### src/rtl/comparator_rr_scheduler.sv
// Round-robin scheduler sharing one external W-bit magnitude comparator among N requesters.
// Optional completed-transaction counter on txn_cnt is enabled by defining CMP_TXN_COUNT_EN.
module comparator_rr_scheduler #(
  parameter int N = 4,
  parameter int W = 4
) (
  input  logic           clk,
  input  logic           rst,
  input  logic [N-1:0]   req,
  input  logic [N*W-1:0] a_in,
  input  logic [N*W-1:0] b_in,
  output logic [N-1:0]   gnt,
  output logic [N-1:0]   done,
  output logic           res_lt,
  output logic           res_gt,
  output logic           res_eq,
  output logic           busy,
  output logic [W-1:0]   cmp_a,
  output logic [W-1:0]   cmp_b,
  input  logic           cmp_lt,
  input  logic           cmp_gt,
  input  logic           cmp_eq,
  output logic [7:0]     txn_cnt
);

  localparam int PW = (N > 1) ? $clog2(N) : 1;
  localparam logic [PW-1:0] PTR_RST = PW'(N - 1);

  typedef enum logic [1:0] {
    ST_IDLE,
    ST_DRIVE,
    ST_DONE
  } state_t;

  state_t        state_q, state_d;
  logic [PW-1:0] ptr_q, ptr_d;
  logic [PW-1:0] win_q, win_d;
  logic [N-1:0]  gnt_q, gnt_d;
  logic [N-1:0]  done_q, done_d;
  logic          res_lt_q, res_lt_d;
  logic          res_gt_q, res_gt_d;
  logic          res_eq_q, res_eq_d;
  logic [W-1:0]  cmp_a_q, cmp_a_d;
  logic [W-1:0]  cmp_b_q, cmp_b_d;

  logic          found;
  logic [PW-1:0] win_idx;
  logic [W-1:0]  sel_a, sel_b;

  // Search starts one past the last winner so every requester gets a turn.
  always_comb begin
    found   = 1'b0;
    win_idx = '0;
    for (int k = 1; k <= N; k++) begin
      for (int i = 0; i < N; i++) begin
        if (!found && req[i] && (((int'(ptr_q) + k) % N) == i)) begin
          found   = 1'b1;
          win_idx = PW'(i);
        end
      end
    end
  end

  always_comb begin
    sel_a = '0;
    sel_b = '0;
    for (int i = 0; i < N; i++) begin
      if (win_idx == PW'(i)) begin
        sel_a = a_in[i*W +: W];
        sel_b = b_in[i*W +: W];
      end
    end
  end

  always_comb begin
    state_d  = state_q;
    ptr_d    = ptr_q;
    win_d    = win_q;
    gnt_d    = gnt_q;
    done_d   = done_q;
    res_lt_d = res_lt_q;
    res_gt_d = res_gt_q;
    res_eq_d = res_eq_q;
    cmp_a_d  = cmp_a_q;
    cmp_b_d  = cmp_b_q;
    unique case (state_q)
      ST_IDLE: begin
        if (found) begin
          win_d   = win_idx;
          cmp_a_d = sel_a;
          cmp_b_d = sel_b;
          gnt_d   = N'(1) << win_idx;
          state_d = ST_DRIVE;
        end
      end
      ST_DRIVE: begin
        // Comparator outputs are taken as-is after a full cycle of stable operands.
        res_lt_d = cmp_lt;
        res_gt_d = cmp_gt;
        res_eq_d = cmp_eq;
        done_d   = gnt_q;
        ptr_d    = win_q;
        state_d  = ST_DONE;
      end
      ST_DONE: begin
        done_d  = '0;
        gnt_d   = '0;
        state_d = ST_IDLE;
      end
      default: state_d = ST_IDLE;
    endcase
  end

  always_ff @(posedge clk or posedge rst) begin
    if (rst) begin
      state_q  <= ST_IDLE;
      ptr_q    <= PTR_RST;
      win_q    <= '0;
      gnt_q    <= '0;
      done_q   <= '0;
      res_lt_q <= 1'b0;
      res_gt_q <= 1'b0;
      res_eq_q <= 1'b0;
      cmp_a_q  <= '0;
      cmp_b_q  <= '0;
    end else begin
      state_q  <= state_d;
      ptr_q    <= ptr_d;
      win_q    <= win_d;
      gnt_q    <= gnt_d;
      done_q   <= done_d;
      res_lt_q <= res_lt_d;
      res_gt_q <= res_gt_d;
      res_eq_q <= res_eq_d;
      cmp_a_q  <= cmp_a_d;
      cmp_b_q  <= cmp_b_d;
    end
  end

`ifdef CMP_TXN_COUNT_EN
  logic [7:0] txn_cnt_q, txn_cnt_d;

  // Counts DRIVE->DONE edges; free-running 8-bit wrap is intended.
  always_comb begin
    txn_cnt_d = txn_cnt_q;
    if (state_q == ST_DRIVE) begin
      txn_cnt_d = txn_cnt_q + 8'd1;
    end
  end

  always_ff @(posedge clk or posedge rst) begin
    if (rst) begin
      txn_cnt_q <= 8'd0;
    end else begin
      txn_cnt_q <= txn_cnt_d;
    end
  end

  assign txn_cnt = txn_cnt_q;
`else
  assign txn_cnt = 8'd0;
`endif

  assign gnt    = gnt_q;
  assign done   = done_q;
  assign res_lt = res_lt_q;
  assign res_gt = res_gt_q;
  assign res_eq = res_eq_q;
  assign cmp_a  = cmp_a_q;
  assign cmp_b  = cmp_b_q;
  assign busy   = (state_q != ST_IDLE);

endmodule
### config.mk
export PLATFORM = sky130hd
export DESIGN_NAME = comparator_rr_scheduler
export DESIGN_NICKNAME = d
export VERILOG_FILES = /design/src/rtl/comparator_rr_scheduler.sv
export SDC_FILE = /design/constraint.sdc
export NUM_CORES = 1
export LEC_CHECK = 0
export ABC_CLOCK_PERIOD_IN_PS = 2070
export CORE_MARGIN = 2
export CORE_UTILIZATION = 62
export DETAILED_ROUTE_END_ITERATION = 6
export DONT_BUFFER_PORTS = 1
export PLACE_DENSITY = 0.78
export SKIP_CTS_REPAIR_TIMING = 1
export SLEW_MARGIN = 40
export SYNTH_ARGS = -nofsm -noshare
export SYNTH_HDL_FRONTEND = slang
export SYNTH_SLANG_ARGS = --single-unit
### constraint.sdc
create_clock -name clk -period 2.07 [get_ports clk]
set_input_delay 0.621 -clock clk [delete_from_list [all_inputs] [get_ports clk]]
set_output_delay 0.621 -clock clk [all_outputs]
set_load 0.03 [all_outputs]
==> results of run 1 <==
flip-flops by register name, summed over array words and instances (netlist names):
register	flops
cmp_b	4
res_lt	1
gnt	4
state_q	2
ptr_q	2
res_gt	1
win_q	2
cmp_a	4
done	4
res_eq	1
through the flow:
step	cells	hold slack, ps	util	instance area (sq um)
global route	183	238	0.657	1600
floorplan	159	440	-	1590
detailed placement	179	473	0.639	1550
global placement	179	463	0.639	1550
finish	183	211	0.657	1600
CTS	183	233	0.650	1580
metal layers:
metal	global-route usage	part of all wire
met2	0.333	0.48
met3	0.0444	0.10
met5	0	0
met4	0.0750	0.010
met1	0.280	0.41
cells in the mapped netlist, types with 2 or more instances:
cell type   n
a31oi_1     2
buf_2       4
buf_4       9
dfrtp_1    23
dfstp_2     2
ha_1        5
inv_1       7
mux2_2      7
mux2_4      7
mux2i_1     9
nand2_1    21
nand2b_1    4
nand3_1    17
nor2_1      3
nor2b_1     2
o211ai_2    7
o21ai_0     5
o22ai_1     3
power groups by stage:
stage	clock (mW)	combinational, mW	sequential, mW
after floorplan	0	1.06	1.20
after global placement	0	1.16	1.24
after detailed placement	0	1.22	1.25
after CTS	0.217	1.22	1.24
after global routing	0.238	1.40	1.27
final	0.221	1.26	1.24
logic make-up after synthesis:
logic type / after synthesis / synth area share
AND/OR/NAND/NOR: 53 / 0.172
flip-flops: 25 / 0.403
buffers and inverters: 21 / 0.0803
multiplexers: 23 / 0.176
adder cells (fa/ha/maj): 5 / 0.0401
AO/OA/AOI/OAI: 24 / 0.127
other: 1 / 0.00241
worst max path at each step:
stage | start | to | slack (ps) | cells after the start
after floorplan | state_q[0] | cmp_a[3] | 200 | 8
after global routing | state_q[1] | busy | 30 | 4
final | state_q[1] | busy | 100 | 4
after CTS | state_q[1] | cmp_a[3] | 10 | 7
after global placement | state_q[0] | cmp_a[3] | 210 | 7
after detailed placement | state_q[1] | cmp_a[3] | 60 | 7
cell type report:
type / count / area (sq um)
Multi-Input combinational cell: 113 / 850
Fill cell: 203 / 835
Sequential cell: 25 / 628
Tap cell: 30 / 37.5
Timing Repair Buffer: 4 / 30.0
Clock buffer: 4 / 26.3
Inverter: 7 / 26.3
==> results.ini, run 1 <==
[logic_synthesis]
async_flop_share=1.00
ys_ff_latch=25
synth-edff-count=0
synth.avg_cell_area_sq_um=10.3
netlist.area_leader.share=0.369
synth_warnings=0
ys_seq_area_frac=0.403
synth_cells=152
synth_ff_type=dfrtp_1
ys_types=33
synth.cell_area_sq_um=1560
synthTopCellsByArea=dfrtp_1 (37%), mux2_4 (6.7%), mux2i_1 (5.8%), o211ai_2 (5.6%), nand3_1 (5.5%)
yosysTopAreaCell=dfrtp_1

[global_route]
antenna_found_initial=0
grt_max_degree=26
track_usage=0.210
overflow=0
grt_pass1_wl_microns=4420
grt_pass1_vias=978

[die]
fp.dieW_microns=54.1
num_rows=18
core_sq_um=2430
ios=69
dieArea_sq_um=2930
initial_core_util=0.641
die_h_microns=54.1

[cells_and_area]
antenna_cells=0
mostFrequentLayoutCell=dfrtp_1
finalNetCount=200
final_cell_mix=dfrtp_1 (23), nand2_1 (21), nand3_1 (17), mux2i_1 (9), conb_1 (8)
drive_gt1_frac=0.229
areaGrowthSynthToFinish_pct=2.49

[pwr]
clockPowerShare=0.081
power_mw=2.72
power_density_nw_per_um2=1700
switching_share=0.492
p_leak_nw=0.725
p_seq_frac=0.454
power_frac_comb=0.464
peakVddDrop_mv=1.07
power.switching_mw=1.34
p_int_mw=1.38

[worst_setup_path]
rr_endpoint=cmp_a[3]
r2r-start=ptr_q[1]
max_stage_delay_ps=420
r2r_slack_ps=170
critPathTopFamily=buffers and inverters
cp_common_cell=inv_1
path_class=reg -> out
cp.arrival_ps=1350
endpoint_kind=output port
crit_path_start_kind=register
slowest_stage=dfrtp_1
crit_required_ps=1450
crit_fanout=6
path_buf_inv=3
r2r_cells=5
path_cells=inv_1 -> ha_4 -> inv_1 -> buf_4

[route]
drtIter0Drc=16
wl_per_cell_microns=16.4
drc=0
viasPerCell=5.97
postRouteAntennaNets=0
first_pass_iters=4
routed_wl_microns=2990
vias=1093

[timing]
tns_ps=0
min_period_ps=1970
setup_viol=0
rsz0062_at_grt=no
worst_slack_ps=101
hold_viol=0
fin_skew_ps=10.4
drv_slew=0
fin_crit_sh=0.951
fmax_mhz=508

[worst_hold_path]
hold_class=in -> async

[cts]
cts_made_buffers=3
cts-root-buf=clkbuf_4
clock_sinks=25
insertion_delay_ps=320
cts_tree=done
cts_buffer_depth=2
clk_pin_slew_ps=140
htreeDepth=1

[placed_design]
place_ws_ps=63.2
port_buffers=0
gp_congestion=0.747
dp_hpwl_microns=2300

[run]
cap_violations=0

[outcome]
run_status=finished, final reports clean

Note: power is estimated with default switching activity, not from simulation.
==> run 2: changes to the inputs <==
CORE_UTILIZATION = 40   (was 62)
PLACE_DENSITY = default   (was 0.78)
==> run 2 against run 1 <==
First-iteration DRC count grew to 3.1 times the previous value; largest cell class unchanged; count of clock-buffer cells in the layout unchanged; sequential power hardly changed.
==> results.ini, run 2 (same netlist as run 1, synthesis figures left out) <==
[worst_setup_path]
endpoint_kind=register
crit_fanout=11
crit_path_start_kind=register
path_class=reg -> reg
slowest_stage=dfstp_2
crit_required_ps=2250
r2r_cells=5
max_stage_delay_ps=600
cp.arrival_ps=2090
path_cells=mux2i_1 -> a2bb2oi_1 -> and2_4 -> mux2_2 -> o211ai_1

[placed_design]
gp_congestion=0.756
dp_hpwl_microns=2420
port_buffers=0
placed_area_sq_um=1590

[cts]
insertion_delay_ps=260
htreeDepth=1
cts_made_buffers=3
cts_buffer_depth=2
cts-root-buf=clkbuf_8
clk_pin_slew_ps=80
cts_tree=done
clock_sinks=25

[route]
drc=0
drtIter0Drc=49
wl_per_cell_microns=15.7
postRouteAntennaNets=0
routed_wl_microns=3180
first_pass_iters=4
vias=1095
viasPerCell=5.39

[pwr]
power_mw=2.79
power_density_nw_per_um2=1700
power_frac_comb=0.453
p_leak_nw=0.742
peakVddDrop_mv=0.679
switching_share=0.485
power.switching_mw=1.35
p_int_mw=1.43
p_seq_frac=0.446
clockPowerShare=0.101

[worst_hold_path]
hold_class=in -> async

[timing]
rsz0062_at_grt=no
setup_viol=0
fin_skew_ps=0.817
drv_slew=0
tns_ps=0
min_period_ps=1910
fin_crit_sh=0.923
fmax_mhz=523
hold_viol=0

[die]
core_sq_um=3720
initial_core_util=0.420
dieArea_sq_um=4410
fp.dieW_microns=66.4
ios=69
num_rows=22
die_h_microns=66.4

[cells_and_area]
antenna_cells=0
fin_area_sq_um=1640
final_cell_mix=dfrtp_1 (23), nand2_1 (21), nand3_1 (17), mux2i_1 (9), conb_1 (8)
finalNetCount=202
nFillCells=354
areaGrowthSynthToFinish_pct=5.30
drive_gt1_frac=0.232
post-route-util=0.442
mostFrequentLayoutCell=dfrtp_1

[global_route]
antenna_found_initial=0
overflow=0
grt_max_degree=26
grt_pass1_vias=1095
track_usage=0.159
grt_pass1_wl_microns=5330

[run]
cap_violations=0

[outcome]
run_status=finished, final reports clean

==> run 2: stage by stage <==
| step | hold slack [ps] | instances | setup WS, ps |
|---|---|---|---|
| after floorplan | 440 | 159 | 202 |
| after global placement | 464 | 199 | 218 |
| after detailed placement | 470 | 199 | 121 |
| after CTS | 295 | 203 | 92.3 |
| after global routing | 313 | 203 | 95.9 |
| final | 285 | 203 | 159 |
==> run 2: critical path, delay by kind of cell, from the launching register on <==
kind,cells,cell delay (ps)
AOI/OAI and AO/OA,2,360
DFF,1,600
muxes,2,560
and+or+nand+nor,1,310
==> run 2: power by group through the flow <==
stage                     Sequential, mW  Combinational, mW  Clock [mW]
final                               1.24               1.26       0.282
after detailed placement            1.25               1.27           0
after floorplan                     1.20               1.06           0
after global placement              1.24               1.22           0
after global routing                1.27               1.41       0.318
after CTS                           1.25               1.27       0.295
==> run 2: layout make-up <==
cell class,count,area (sq um),area share
multi-input cells,113,837,0.510
repair buffers,6,45.0,0.0274
clock buffers,4,45.0,0.0274
well taps,48,60.1,0.0366
flip-flops and latches,25,628,0.383
inverters,7,26.3,0.0160
==> run 2: path summary, 6_finish.rpt <==
check / startpoint / endpoint / slack (ps)
max in group asynchronous: rst / ptr_q[0] / 1490
worst min-delay path: rst / done[3] / 280
worst max register to register: ptr_q[1] / cmp_a[3] / 160
worst max-delay path: ptr_q[1] / cmp_a[3] / 160
worst min register to register: win_q[1] / win_q[1] / 480
min in group clk: win_q[1] / win_q[1] / 480
==> run 2: per-layer routing <==
| metal | share of wire | track usage | vias up |
|---|---|---|---|
| li1 | - | - | 517 |
| met1 | 0.41 | 0.200 | 524 |
| met2 | 0.48 | 0.259 | 50 |
| met3 | 0.092 | 0.0579 | 4 |
| met4 | 0.0097 | 0.0357 | 0 |
| met5 | 0 | 0 | - |
